<file path="config.mk">
export PLATFORM = sky130hd
export DESIGN_NAME = control_sequencer
export DESIGN_NICKNAME = d
export VERILOG_FILES = /design/src/rtl/control_pkg.sv /design/src/rtl/mem_wait_timer.sv /design/src/rtl/control_sequencer.sv
export SDC_FILE = /design/constraint.sdc
export NUM_CORES = 1
export LEC_CHECK = 0
export CORE_MARGIN = 2
export CORE_UTILIZATION = 30
export DETAILED_ROUTE_END_ITERATION = 16
export GPL_ROUTABILITY_DRIVEN = 0
export GPL_TIMING_DRIVEN = 1
export PLACE_DENSITY = 0.49
export SLEW_MARGIN = 25
export SYNTH_ARGS = -nofsm -noshare
export SYNTH_HDL_FRONTEND = slang
export SYNTH_SLANG_ARGS = --single-unit
</file>
<file path="constraint.sdc">
create_clock -name clk -period 3.7 [get_ports clk]
set_input_delay 0.555 -clock clk [delete_from_list [all_inputs] [get_ports clk]]
set_output_delay 0.555 -clock clk [all_outputs]
set_load 0.03 [all_outputs]
</file>
<file path="src/rtl/control_pkg.sv">
// Shared cycle-state encoding for the control unit; signal_generator decodes
// the same {s2,s1,s0} values.
package control_pkg;

    typedef enum logic [2:0] {
        ST_FETCH    = 3'b000,
        ST_DECODE   = 3'b001,
        ST_ALU_CTRL = 3'b011,
        ST_READ     = 3'b010,
        ST_END      = 3'b100
    } state_e;

endpackage

</file>
<file path="src/rtl/mem_wait_timer.sv">
// Counts consecutive memory wait cycles and flags the cycle on which the
// outstanding access has waited MEM_TIMEOUT cycles (0 disables the timeout).
module mem_wait_timer #(
    parameter int MEM_TIMEOUT = 15
) (
    input  logic clk,
    input  logic reset_n,
    input  logic active,
    input  logic clear,
    output logic timeout
);

    localparam int CW = (MEM_TIMEOUT > 1) ? $clog2(MEM_TIMEOUT) + 1 : 1;

    logic [CW-1:0] count_r;

    // wait counter: restarts whenever the sequencer changes state
    always_ff @(posedge clk) begin
        if (!reset_n) begin
            count_r <= {CW{1'b0}};
        end else if (clear) begin
            count_r <= {CW{1'b0}};
        end else if (active) begin
            count_r <= count_r + CW'(1);
        end else begin
            count_r <= count_r;
        end
    end

    generate
        if (MEM_TIMEOUT > 0) begin : g_timeout
            localparam logic [CW-1:0] LIMIT = CW'(MEM_TIMEOUT - 1);
            assign timeout = active & (count_r == LIMIT);
        end else begin : g_no_timeout
            assign timeout = 1'b0;
        end
    endgenerate

endmodule

</file>
<file path="src/rtl/control_sequencer.sv">
// Cycle-state FSM of the control unit: FETCH/DECODE/ALU_CTRL/READ/END with
// memory stalls, halt/start, single-step, retire counting and bus timeout.
module control_sequencer
    import control_pkg::*;
#(
    parameter int CNT_W       = 16,
    parameter int MEM_TIMEOUT = 15
) (
    input  logic             clk,
    input  logic             reset_n,
    input  logic             start,
    input  logic             step_mode,
    input  logic             step,
    input  logic             halt_instr,
    input  logic             ld,
    input  logic             st,
    input  logic             push,
    input  logic             pop,
    input  logic             mem_ready,
    output logic             s2,
    output logic             s1,
    output logic             s0,
    output logic             halted,
    output logic             mem_req,
    output logic             bus_error,
    output logic [CNT_W-1:0] retired_count
);

    state_e           state_r, state_next_s;
    logic             halted_r, halted_next_s;
    logic             bus_error_r, bus_error_next_s;
    logic             step_pending_r, step_pending_next_s;
    logic [CNT_W-1:0] retired_r, retired_next_s;
    logic             mem_req_s, leave_fetch_s;
    logic             wait_active_s, wait_clear_s, timeout_s;

    // memory request: fetch unless waiting for a step, plus data phases by class
    always_comb begin
        mem_req_s = 1'b0;
        if (halted_r) begin
            mem_req_s = 1'b0;
        end else begin
            case (state_r)
                ST_FETCH: mem_req_s = ~(step_mode & ~step_pending_r);
                ST_READ:  mem_req_s = ld | pop;
                ST_END:   mem_req_s = st | push;
                default:  mem_req_s = 1'b0;
            endcase
        end
    end

    assign wait_active_s = mem_req_s & ~mem_ready;
    assign wait_clear_s  = halted_r | (state_next_s != state_r);

    mem_wait_timer #(
        .MEM_TIMEOUT (MEM_TIMEOUT)
    ) u_mem_wait_timer (
        .clk     (clk),
        .reset_n (reset_n),
        .active  (wait_active_s),
        .clear   (wait_clear_s),
        .timeout (timeout_s)
    );

    // next-state, halt/error flags, step authorisation and retire count
    always_comb begin
        state_next_s        = state_r;
        halted_next_s       = halted_r;
        bus_error_next_s    = bus_error_r;
        retired_next_s      = retired_r;
        leave_fetch_s       = 1'b0;

        if (halted_r) begin
            state_next_s = ST_FETCH;
            if (start) begin
                halted_next_s    = 1'b0;
                bus_error_next_s = 1'b0;
            end else begin
                halted_next_s    = 1'b1;
            end
        end else if (timeout_s) begin
            state_next_s     = ST_FETCH;
            halted_next_s    = 1'b1;
            bus_error_next_s = 1'b1;
        end else begin
            case (state_r)
                ST_FETCH: begin
                    if (mem_req_s && mem_ready) begin
                        state_next_s  = ST_DECODE;
                        leave_fetch_s = 1'b1;
                    end else begin
                        state_next_s  = ST_FETCH;
                    end
                end
                ST_DECODE: begin
                    if (halt_instr) begin
                        state_next_s  = ST_FETCH;
                        halted_next_s = 1'b1;
                    end else begin
                        state_next_s  = ST_ALU_CTRL;
                    end
                end
                ST_ALU_CTRL: state_next_s = ST_READ;
                ST_READ: begin
                    if (!mem_req_s || mem_ready) begin
                        state_next_s = ST_END;
                    end else begin
                        state_next_s = ST_READ;
                    end
                end
                ST_END: begin
                    if (!mem_req_s || mem_ready) begin
                        state_next_s   = ST_FETCH;
                        retired_next_s = retired_r + CNT_W'(1);
                    end else begin
                        state_next_s   = ST_END;
                    end
                end
                default: state_next_s = ST_FETCH;
            endcase
        end

        // a step arriving as FETCH consumes the pending one authorises another
        if (step_mode && step) begin
            step_pending_next_s = 1'b1;
        end else if (leave_fetch_s) begin
            step_pending_next_s = 1'b0;
        end else begin
            step_pending_next_s = step_pending_r;
        end
    end

    // state and status registers
    always_ff @(posedge clk) begin
        if (!reset_n) begin
            state_r        <= ST_FETCH;
            halted_r       <= 1'b1;
            bus_error_r    <= 1'b0;
            step_pending_r <= 1'b0;
            retired_r      <= {CNT_W{1'b0}};
        end else begin
            state_r        <= state_next_s;
            halted_r       <= halted_next_s;
            bus_error_r    <= bus_error_next_s;
            step_pending_r <= step_pending_next_s;
            retired_r      <= retired_next_s;
        end
    end

    assign {s2, s1, s0}  = state_r;
    assign halted        = halted_r;
    assign bus_error     = bus_error_r;
    assign retired_count = retired_r;
    assign mem_req       = mem_req_s;

endmodule

</file>
After elaboration in Yosys (flattened, before gate mapping)
Index checks and enable logic that the tools add are counted.

storage, ports and cells
  input bits = 11
  output and inout bits = 22
  flip-flop bits (word level) = 27

operators by class
  multiplexer cells = 23
  eq/ne operators = 7
  $add $sub $neg = 2
  bitwise operators = 12
  reduce and logical (&&, ||, !) cells = 10

operator list
  kind                                                              count
  16-bit by 1-bit adder with 16-bit output (second input constant)  1
  1-bit two-way mux                                                 16
  3-bit one-hot mux with 5 select lines                             1
  3-bit two-way mux                                                 4
  3-bit by 2-bit == test with 1-bit output (second input constant)  2
  1-bit inverter                                                    6
  5-bit by 1-bit adder with 5-bit output (second input constant)    1
  5-bit by 4-bit == test with 1-bit output (second input constant)  1
  4-bit AND reduction                                               1
  2-bit nonzero test                                                2
  1-bit AND                                                         3
  3-bit by 1-bit == test with 1-bit output (second input constant)  1
  3-bit == test (second input constant)                             1
  3-bit logical NOT                                                 1
  3-bit inequality test                                             1
  1-bit bitwise OR                                                  3
  1-bit one-hot mux with 3 select lines                             1
  1-bit logical AND                                                 2
  2-bit two-way mux                                                 1
  2-bit inequality test (second input constant)                     1
  2-bit AND reduction                                               1
  2-bit OR reduction                                                1
  1-bit logical NOT                                                 1
  1-bit logical OR                                                  1

Longest topological paths before layout
Gate-level depths: netlist (run 1).

  depth after elaboration = 14
  mapped depth = 8

Modules after synthesis
Synthesis (run 1) repeated with hierarchy kept, for this count alone.

second synthesis, totals
  cell total of the unflattened synthesis = 177
  area total of the unflattened synthesis = 1532.7 um2

by module, submodules not included
  module             cells each  area each (um2)  instances
  control_sequencer  150         1271.2           1
  mem_wait_timer     27          261.5            1

Least setup slack after synthesis (run 1)
Ideal clock, no wire load.

  path kind = flip-flop to flip-flop
  start point = register state_r[2]
  end point = register retired_r[14] (netlist: retired_count[14])
  data required time = 3585 ps
  cell stages (with the launch flop) = 8
  setup slack = 1499 ps
  data arrival time = 2086 ps
  clock period less this slack = 2201 ps
  library setup time = 115 ps
  cell sequence = dfxtp_1 -> buf_4 -> nor4b_1 -> o211ai_1 -> nor2_1 -> nand4_1 -> xnor2_1 -> and2_1

between the ends
  longest elaborated chain between the ends = 7
  elaborated cells on any way between the ends = 11
  classes of those cells = eq/ne: 2; mux: 2; bitwise: 3; reduce/logical: 4

ends and longest elaborated chain
  item                                      RTL line                                          RTL
  start, declared                           control_sequencer.sv:29                           state_e state_r, state_next_s;
  start signal, assigned                    control_sequencer.sv:142                          state_r <= state_next_s;
  3-bit == test (tied with other cells)     control_sequencer.sv:43, control_sequencer.sv:86
  1-bit one-hot mux with 3 select lines     control_sequencer.sv:43                           case (state_r)
  1-bit two-way mux                         control_sequencer.sv:40                           if (halted_r) begin
  1-bit AND                                 control_sequencer.sv:52                           assign wait_active_s = mem_req_s & ~mem_ready;
  1-bit AND                                 mem_wait_timer.sv:33                              assign timeout = active & (count_r == LIMIT);
  1-bit inverter (no source line)           n/a
  4-bit AND reduction (no source line) (*)  n/a
  end signal, assigned                      control_sequencer.sv:140                          retired_r <= {CNT_W{1'b0}};
  end signal, assigned                      control_sequencer.sv:146                          retired_r <= retired_next_s;
  end, declared                             control_sequencer.sv:33                           logic [CNT_W-1:0] retired_r, retired_next_s;

Every way passes the cells marked *; elsewhere a longest branch is shown, timed or not.
A chain may end at the register's enable or synchronous reset.

Worst setup path after layout (run 1)
  start point = input step_mode
  end point = output mem_req

between the ends
  longest elaborated chain between the ends = 4

ends and longest elaborated chain
  item                                   RTL line                 RTL
  start, declared                        control_sequencer.sv:12  input logic step_mode,
  1-bit AND                              control_sequencer.sv:44  ST_FETCH: mem_req_s = ~(step_mode & ~step_pending_r);
  1-bit inverter                         control_sequencer.sv:44
  1-bit one-hot mux with 3 select lines  control_sequencer.sv:43
  1-bit two-way mux                      control_sequencer.sv:40
  end, declared                          control_sequencer.sv:24  output logic mem_req,

No other way between the ends.

==> flow_metrics.tcl, run 1 <==
set metrics [dict create \
    cts_max_level 1 \
    slew_of_the_pin_with_the_lowest_slew_margin_ns 0.6639 \
    floorplan.rows 25 \
    regArea_sq_um 540.5 \
    vias_per_cell 4.988 \
    largest_net_degree_at_the_start_of_global_routing 23 \
    worstHoldStart "retired_count[1]" \
    final.period_utilization_pct 78.99 \
    timing.critical_path.slowest_stage_cell "sky130_fd_sc_hd__clkdlybuf4s50_1" \
    yosys_register_bits 27 \
    power.density_cell_area_nw_per_um2 277.9 \
    initial_core_util_pct 30.87 \
    critPathKind "input port to output pin" \
    grt_remaining_overflow 0 \
    initial_antenna_violation_count 0 \
    cts.sink_count 27 \
    yosysTopAreaCellShare_pct 37.57 \
    relSlewSlack_pct 55.12 \
    detailedPlacementHpwl_microns 2411 \
    clkSlewWorstSetupHoldPaths_ns 0.10 \
    count_of_buffers_from_port_buffering 32 \
    synth_flop_cell "sky130_fd_sc_hd__dfxtp_1" \
    clk_root_buffer_cell "sky130_fd_sc_hd__clkbuf_8" \
    maximum_operating_frequency_mhz 342.2 \
    ctsLongestPathBuffers 2 \
    timing.critical_path.from "step_mode" \
    cp-start-kind "input port" \
    flow.area_growth_from_synthesis_pct 28.00 \
    insertion_delay_ns 0.27 \
    grt_pass1_wl_microns 5340 \
    cellLeakagePower_nw 0.6326 \
    timing.final.crit_period_ns 2.923 \
    critical_path.max_fanout 3 \
    irDropWorstVdd_mv 0.1553 \
    endpoint_kind "output pin" \
    final.hold.worst_slack_ns 0.5173 \
    worstPathCellList "clkdlybuf4s50_1, nor2b_1, a211oi_2, o21a_1, clkdlybuf4s50_1" \
    avgRoutedWirePerCell_microns 12.84 \
    worst-endpoint-arrival_ns 2.37 \
    route.detailed.drc 0 \
    final_critical_path_setup_slack_ns 0.7775 \
    synthesis.area_sq_um 1439 \
    setup_viol 0 \
    maxSlewViolCount 0 \
    critical_path.most_common_cell "sky130_fd_sc_hd__clkdlybuf4s50_1" \
    syn-instance-count 164 \
    drt-initial-drc-count 38 \
    r2r-start "u_mem_wait_timer.count_r[0]" \
    filler_cell_count 477 \
    wirelength_microns 3197 \
    tritoncts_buffer_count 3 \
    yosysWarnings 0 \
    rsz_0062_raised_after_global_routing "no" \
    finalSetupTns_ns 0 \
    grt_pass1_vias 1170 \
    global_route.usage.total_pct 12.61 \
    number_of_top_level_pins 33 \
    combined_area_of_the_multi_input_logic_cells_sq_um 829.5 \
    routed-via-count 1242 \
    ys_async_sr_fraction_pct 0 \
    final.setup_skew_ns 0.002990 \
    number_of_library_cell_types_mapped_by_synthesis 41 \
    timing.max_cap.violations 0 \
    design.die.area_sq_um 5366 \
    ant_nets 0 \
    yosysTopAreaCell "sky130_fd_sc_hd__dfxtp_1" \
    number_of_antenna_repair_diodes 0 \
    placeableCoreArea_sq_um 4661 \
    post_synthesis_sequential_area_ratio_pct 37.57 \
    synth_edf_count 0 \
    die-width_microns 73.26 \
    number_of_nets_in_the_finished_design 210 \
    die_height_microns 73.26 \
    cts_tree "done" \
    firstDrtPassIters 4 \
    syn_avg_cell_area_sq_um 8.774 \
    synthTopCellsByArea "sky130_fd_sc_hd__dfxtp_1 (38%), sky130_fd_sc_hd__xnor2_1 (7.9%), sky130_fd_sc_hd__and2_1 (6.1%)" \
    critical_path_required_ns 3.14 \
    cts_resized 0 \
    worstHoldPathType "flop to flop" \
    critPathMaxStageDelay_ns 0.66 \
    p_total_mw 0.5118 \
    outcome "finished clean" \
    syn_nets 178 \
    pre_cts_slack_ns 0.7803 \
    postCtsHoldBufs 0 \
    drive_above_1_share_pct 5.641 \
    timing.final.hold_violations 0 \
    post_cts_buffers 0 \
]
[worst paths after layout]
path,to,slack [ns],depth (start not counted)
max,mem_req,0.78,5
max reg2reg,u_mem_wait_timer.count_r[1],1.21,8
min,retired_count[1],0.52,2
min reg2reg,retired_count[1],0.52,2
[flip-flops by register name, indices dropped and copies added (netlist names)]
signal	cells
retired_count	16
u_mem_wait_timer.count_r	5
state_r	3
bus_error	1
halted	1
step_pending_r	1
[layout make-up]
class	instances	share of cell area [%]
inverters	8	1.630
clock buffers	3	2.242
well taps	54	3.668
multi-input cells	123	45.04
repair buffers	33	17.80
flip-flops and latches	27	29.35
clock inverters	1	0.2717
[cells by family (layout without fill, tap and decap cells)]
group	count (synthesis)	in the layout	share of synthesized area [%]
simple gates	76	76	29.13
xor+xnor	18	18	10.96
compound gates	26	26	14.96
flops	27	27	37.57
buf+inv	14	45	4.782
fa+ha+maj	3	3	2.609
[worst max-delay path, delay by kind of cell]
| kind | cells | cell delay, ns |
|---|---|---|
| AOI/OAI and AO/OA | 2 | 0.57 |
| buffers and inverters | 2 | 1.07 |
| and+or+nand+nor | 1 | 0.16 |
[through the flow]
| step | util (%) | cells | instance area (sq um) |
|---|---|---|---|
| finish | 39.52 | 249 | 1842 |
| CTS | 39.52 | 249 | 1842 |
| global route | 39.52 | 249 | 1842 |
| floorplan | - | 164 | 1439 |
| detailed placement | 38.52 | 245 | 1795 |
| global placement | 38.52 | 245 | 1795 |
[power breakdown]
group          switching (mW)  internal (mW)
registers             0.00419          0.293
logic                  0.0231         0.0221
clock network          0.0944         0.0754
total                   0.122          0.390
[cells in the final DEF, fill, tap and decap left out, types with 3 or more instances in the layout]
master                            count
sky130_fd_sc_hd__xor2_1               5
sky130_fd_sc_hd__o21ai_0              4
sky130_fd_sc_hd__nand4_1              6
sky130_fd_sc_hd__clkdlybuf4s50_1     32
sky130_fd_sc_hd__o211ai_1             3
sky130_fd_sc_hd__nor2b_1              5
sky130_fd_sc_hd__inv_1                8
sky130_fd_sc_hd__dfxtp_1             27
sky130_fd_sc_hd__and2_1              14
sky130_fd_sc_hd__clkbuf_8             3
sky130_fd_sc_hd__nor3b_1              3
sky130_fd_sc_hd__nand3_1              9
sky130_fd_sc_hd__xnor2_1             13
sky130_fd_sc_hd__a21oi_1              3
sky130_fd_sc_hd__nor3_1               4
sky130_fd_sc_hd__nand2_1             13
sky130_fd_sc_hd__ha_1                 3
sky130_fd_sc_hd__nor2_1              11
[layer usage]
layer / up-vias / GRT usage [%] / part of all wire, %
li1: 637 / - / -
met1: 570 / 15.78 / 48
met2: 33 / 22.02 / 47
met3: 2 / 2.195 / 4.0
met4: 0 / 3.704 / 0.63
met5: - / 0 / 0
[synth_stat cells, drive strengths merged, types with 2 or more instances]
library cell / instances
xor2: 5
a21oi: 4
nor3: 4
nand3: 9
and3: 2
dfxtp: 27
nor2: 11
nor2b: 5
o211ai: 3
or3: 3
nand2b: 2
nor3b: 3
ha: 3
clkbuf: 2
a211oi: 2
buf: 4
a22oi: 2
xnor2: 13
o21ai: 5
nand4: 6
inv: 8
and2: 14
a21boi: 2
nand2: 13
Power figures use the tool's default switching activity.
==> run 2: changes to the inputs <==
- PLACE_DENSITY: 0.49 -> 0.51
- clock period: 3.7 -> 2.45 ns (I/O delays scaled with it)
==> run 2 against run 1 <==
  * Clock power up 47%
  * First-iteration DRC count down 11%
  * Die area unchanged
  * Global-route usage up 0.65 points
  * Sequential share of layout area down 0.96 points
  * Non-clock buffer count up 8
  * Via count up 1.0%
  * Wire length up 1.6%
==> flow_metrics.tcl, run 2 (synthesis gave the netlist of run 1 again) <==
set metrics [dict create \
    outcome "finished clean" \
    critical_path.max_fanout 5 \
    number_of_antenna_repair_diodes 0 \
    layout.cells.most_common_list "sky130_fd_sc_hd__clkdlybuf4s50_1 (31), sky130_fd_sc_hd__dfxtp_1 (27), sky130_fd_sc_hd__and2_1 (14)" \
    ant_nets 0 \
    drt-initial-drc-count 34 \
    routed-via-count 1255 \
    p_total_mw 0.7734 \
    avgRoutedWirePerCell_microns 12.63 \
    endpoint_kind "flop" \
    postCtsHoldBufs 0 \
    power.density_cell_area_nw_per_um2 406.1 \
    largest_net_degree_at_the_start_of_global_routing 17 \
    irDropWorstVdd_mv 0.1650 \
    detailedPlacementHpwl_microns 2512 \
    critPathKind "flop to flop" \
    maximum_operating_frequency_mhz 457.2 \
    dpl_cell_area_sq_um 1853 \
    grt_pass1_vias 1161 \
    wirelength_microns 3247 \
    layout.cells.most_common "sky130_fd_sc_hd__clkdlybuf4s50_1" \
    cts_max_level 1 \
    clkSlewWorstSetupHoldPaths_ns 0.09 \
    route.detailed.drc 0 \
    insertion_delay_ns 0.27 \
    tritoncts_buffer_count 3 \
    number_of_nets_in_the_finished_design 218 \
    ctsLongestPathBuffers 2 \
    critical_path_required_ns 2.65 \
    relSlewSlack_pct 70.38 \
    maxSlewViolCount 0 \
    number_of_top_level_pins 33 \
    grt_pass1_wl_microns 5561 \
    largest_reg_flops 16 \
    setup_viol 0 \
    clk_root_buffer_cell "sky130_fd_sc_hd__clkbuf_8" \
    vias_per_cell 4.883 \
    cellLeakagePower_nw 0.6734 \
    global_route.usage.total_pct 13.25 \
    worstHoldPathType "flop to flop" \
    slew_of_the_pin_with_the_lowest_slew_margin_ns 0.4437 \
    final.hold.worst_slack_ns 0.5172 \
    final.period_utilization_pct 89.27 \
    cp-start-kind "flop" \
    drive_above_1_share_pct 9.852 \
    postLayoutCellArea_sq_um 1904 \
    timing.max_cap.violations 0 \
    flow.area_growth_from_synthesis_pct 32.35 \
    firstDrtPassIters 5 \
    rsz_0062_raised_after_global_routing "no" \
    grt_remaining_overflow 0 \
    finish.cell_count_without_fillers 257 \
    initial_antenna_violation_count 0 \
    die_height_microns 73.26 \
    timing.final.hold_violations 0 \
    worst-endpoint-arrival_ns 2.38 \
    cts.sink_count 27 \
    count_of_buffers_from_port_buffering 32 \
    final.setup_skew_ns 0.004241 \
    design.die.area_sq_um 5366 \
    timing.final.crit_period_ns 2.187 \
    post-place-cells 253 \
    placeableCoreArea_sq_um 4661 \
    die-width_microns 73.26 \
    cts_tree "done" \
    floorplan.rows 25 \
    initial_core_util_pct 30.87 \
]
run 2: cell types whose count changed in the layout (fill, tap and decap cells not counted), sizes merged:
cell	before	now
buf	1	10
clkbuf	3	4
clkdlybuf4s50	32	31
clkinv	1	0
run 2: area by class of cell:
| class | instances | area [sq um] |
|---|---|---|
| Multi-Input combinational cell | 123 | 835.8 |
| Timing Repair Buffer | 41 | 385.4 |
| Clock buffer | 4 | 45.04 |
| Sequential cell | 27 | 540.5 |
| Fill cell | 462 | 2756 |
| Tap cell | 54 | 67.56 |
| Inverter | 8 | 30.03 |
run 2: report_power, final:
part | total [mW] | switching (mW) | internal, mW
clock network | 0.250 | 0.134 | 0.116
registers | 0.448 | 0.00624 | 0.442
logic | 0.0752 | 0.0370 | 0.0382
total | 0.773 | 0.177 | 0.596
run 2: what timing repair did:
action | CTS | global route
buffers inserted | 0 | 0
gates resized for setup | 0 | 1
setup endpoints to repair | 0 | 3
run 2: final timing paths:
kind	start	to	slack (ns)	cells past startpoint
min	retired_count[1]	retired_count[1]	0.52	2
min reg2reg	retired_count[1]	retired_count[1]	0.52	2
max reg2reg	u_mem_wait_timer.count_r[0]	u_mem_wait_timer.count_r[1]	0.26	8
max	u_mem_wait_timer.count_r[0]	u_mem_wait_timer.count_r[1]	0.26	8
run 2: per-layer routing:
| metal | wire length, microns | GRT usage (%) | up-vias | share of wire [%] |
|---|---|---|---|---|
| met5 | 0 | 0 | - | 0 |
| met4 | 29 | 3.704 | 0 | 0.89 |
| met3 | 128 | 2.469 | 4 | 3.9 |
| met2 | 1476 | 20.92 | 35 | 45 |
| met1 | 1613 | 18.43 | 571 | 50 |
| li1 | - | - | 645 | - |
run 2: through the flow:
stage	worst slack, ns	utilization (%)	setup TNS, ns
after global routing	0.04413	40.86	0
after CTS	0.1097	40.72	0
final	0.2629	40.86	0
after detailed placement	-0.04690	39.76	-0.04690
after global placement	-0.006789	39.76	-0.006789
after floorplan	0.2490	-	0
run 2: worst max-delay path, stage by stage, from the launching register on:
cell                       delay, ns
sky130_fd_sc_hd__dfxtp_1        0.34
sky130_fd_sc_hd__inv_1          0.05
sky130_fd_sc_hd__ha_1           0.19
sky130_fd_sc_hd__and4b_1        0.26
sky130_fd_sc_hd__nor3b_1        0.16
sky130_fd_sc_hd__a311oi_2       0.39
sky130_fd_sc_hd__nand3_1        0.13
sky130_fd_sc_hd__a221o_1        0.40
sky130_fd_sc_hd__a211oi_2       0.20
==> run 3: changes to the inputs <==
- PLACE_DENSITY: 0.51 -> 0.49
- clock period: 2.45 -> 2.82 ns (I/O delays scaled with it)
==> run 3 against run 2 <==
  * Hold slack worse by 0.0097 ns
  * Total power is 13% lower
  * Global-route usage is 0.16 points higher
  * Wire length is 2.0% higher
  * Largest power group unchanged
  * Highest routed layer unchanged
==> flow_metrics.tcl, run 3 (synthesis gave the netlist of run 1 again) <==
set metrics [dict create \
    insertion_delay_ns 0.27 \
    r2r-start "u_mem_wait_timer.count_r[0]" \
    worstHoldPathType "flop to flop" \
    met2_routed_wl_microns 1604 \
    post_cts_buffers 0 \
    cts_resized 0 \
    worstHoldStart "retired_count[1]" \
    endpoint_kind "output pin" \
    rsz_0062_raised_after_global_routing "no" \
    vias_per_cell 5.020 \
    grt_remaining_overflow 0 \
    number_of_nets_in_the_finished_design 214 \
    outcome "finished clean" \
    cts_tree "done" \
    flow.area_growth_from_synthesis_pct 30.09 \
    cp-start-kind "input port" \
    postLayoutCoreUtil_pct 40.16 \
    initial_core_util_pct 30.87 \
    firstDrtPassIters 4 \
    ctsLongestPathBuffers 2 \
    rr_endpoint "u_mem_wait_timer.count_r[1]" \
    final.period_utilization_pct 93.64 \
    relSlewSlack_pct 56.89 \
    initial_antenna_violation_count 0 \
    timing.critical_path.slowest_stage_cell "sky130_fd_sc_hd__clkdlybuf4s50_1" \
    timing.final.hold_violations 0 \
    floorplan.rows 25 \
    avgRoutedWirePerCell_microns 13.09 \
    clkSlewWorstSetupHoldPaths_ns 0.09 \
    grt_pass1_wl_microns 5602 \
    drive_above_1_share_pct 7.538 \
    largest_reg_flops 16 \
    placeableCoreArea_sq_um 4661 \
    tritoncts_buffer_count 3 \
    timing.critical_path.max_delay_family "buffers and inverters" \
    maxSlewViolCount 0 \
    clk_root_buffer_cell "sky130_fd_sc_hd__clkbuf_8" \
    wirelength_microns 3311 \
    finalSetupTns_ns 0 \
    irDropWorstVdd_mv 0.1664 \
    detailedPlacementHpwl_microns 2512 \
    critPathMaxStageDelay_ns 0.66 \
    ant_nets 0 \
    slew_of_the_pin_with_the_lowest_slew_margin_ns 0.6422 \
    grt_pass1_vias 1272 \
    postCtsHoldBufs 0 \
    critical_path_required_ns 2.40 \
    design.die.area_sq_um 5366 \
    largest_net_degree_at_the_start_of_global_routing 17 \
    setup.reg_to_reg.worst_slack_ns 0.31 \
    critPathKind "input port to output pin" \
    global_route.usage.total_pct 13.42 \
    die_height_microns 73.26 \
    timing.final.crit_period_ns 2.641 \
    die-width_microns 73.26 \
    cts_max_level 1 \
    layout.cells.most_common "sky130_fd_sc_hd__clkdlybuf4s50_1" \
    critical_path.most_common_cell "sky130_fd_sc_hd__clkdlybuf4s50_1" \
    layout.cells.most_common_list "sky130_fd_sc_hd__clkdlybuf4s50_1 (32), sky130_fd_sc_hd__dfxtp_1 (26), sky130_fd_sc_hd__and2_1 (14)" \
    timing.max_cap.violations 0 \
    maximum_operating_frequency_mhz 378.7 \
    cellLeakagePower_nw 0.6502 \
    met1Wirelength_microns 1507 \
    timing.reg2reg.worst_path_depth 8 \
    worstPathCellList "clkdlybuf4s50_1, nor2b_1, a211oi_2, o21a_1, clkdlybuf4s50_1" \
    number_of_antenna_repair_diodes 0 \
    final.setup_skew_ns 0.003362 \
    timing.critical_path.depth 5 \
    dr.max_layer_used "met4" \
    power.density_cell_area_nw_per_um2 360.7 \
    wl_met3_microns 148 \
    routed-via-count 1270 \
    critical_path.max_fanout 3 \
    worst-endpoint-arrival_ns 2.22 \
    cp-endpoint "mem_req" \
    count_of_buffers_from_port_buffering 32 \
    drt-initial-drc-count 62 \
    cts.sink_count 27 \
    route.detailed.drc 0 \
    timing.critical_path.from "step_mode" \
    setup_viol 0 \
    critPathBufInv 2 \
    number_of_top_level_pins 33 \
]
-- run 3: cell count changes in the layout (fill, tap and decap cells not counted) --
cell                              previous run  this run
sky130_fd_sc_hd__dfxtp_1                    27        26
sky130_fd_sc_hd__dfxtp_2                     0         1
sky130_fd_sc_hd__a311oi_2                    1         0
sky130_fd_sc_hd__a311oi_1                    0         1
sky130_fd_sc_hd__clkdlybuf4s50_1            31        32
sky130_fd_sc_hd__buf_4                      10         5
-- run 3: final cells by class --
type,count,area [sq um]
Tap cell,54,67.56
Inverter,8,30.03
Multi-Input combinational cell,123,829.5
Sequential cell,27,541.8
Fill cell,462,2789
Timing Repair Buffer,37,357.8
Clock buffer,4,45.04
-- run 3: worst min path at each step --
stage	endpoint	slack [ns]	cells past startpoint
after floorplan	u_mem_wait_timer.count_r[4]	0.47	2
after global placement	retired_count[9]	0.49	2
after detailed placement	u_mem_wait_timer.count_r[4]	0.49	2
after CTS	retired_count[1]	0.52	2
after global routing	retired_count[1]	0.54	2
final	retired_count[1]	0.51	2
-- run 3: stage by stage --
| stage | power, mW | instances | setup WS [ns] | cell area (sq um) | hold slack [ns] |
|---|---|---|---|---|---|
| 4_1_cts | 0.6900 | 253 | 0.1506 | 1871 | 0.5181 |
| 6_report | 0.6752 | 253 | 0.1793 | 1872 | 0.5075 |
| 5_1_grt | 0.7118 | 253 | 0.07545 | 1872 | 0.5432 |
| 3_3_place_gp | 0.4598 | 249 | 0.1999 | 1826 | 0.4858 |
| 2_1_floorplan | 0.4314 | 164 | 0.6190 | 1439 | 0.4724 |
| 3_5_place_dp | 0.4605 | 249 | 0.1631 | 1826 | 0.4948 |
-- run 3: power breakdown --
part | leakage (nW) | switching [mW] | internal (mW)
combinational | 0.409 | 0.0315 | 0.0307
sequential | 0.218 | 0.00535 | 0.384
clock | 0.0228 | 0.123 | 0.101
-- run 3: routing by layer --
metal	global-route usage (%)	vias to the layer above
met3	2.058	6
li1	-	640
met4	6.173	0
met1	16.22	585
met5	0	-
met2	23.22	39
-- run 3: worst reg2reg max path, stage by stage (launching register included) --
cell                       delay [ns]
sky130_fd_sc_hd__dfxtp_1         0.41
sky130_fd_sc_hd__inv_1           0.06
sky130_fd_sc_hd__ha_1            0.19
sky130_fd_sc_hd__and4b_1         0.26
sky130_fd_sc_hd__nor3b_1         0.16
sky130_fd_sc_hd__a311oi_1        0.56
sky130_fd_sc_hd__nand3_1         0.16
sky130_fd_sc_hd__a221o_1         0.43
sky130_fd_sc_hd__a211oi_2        0.21
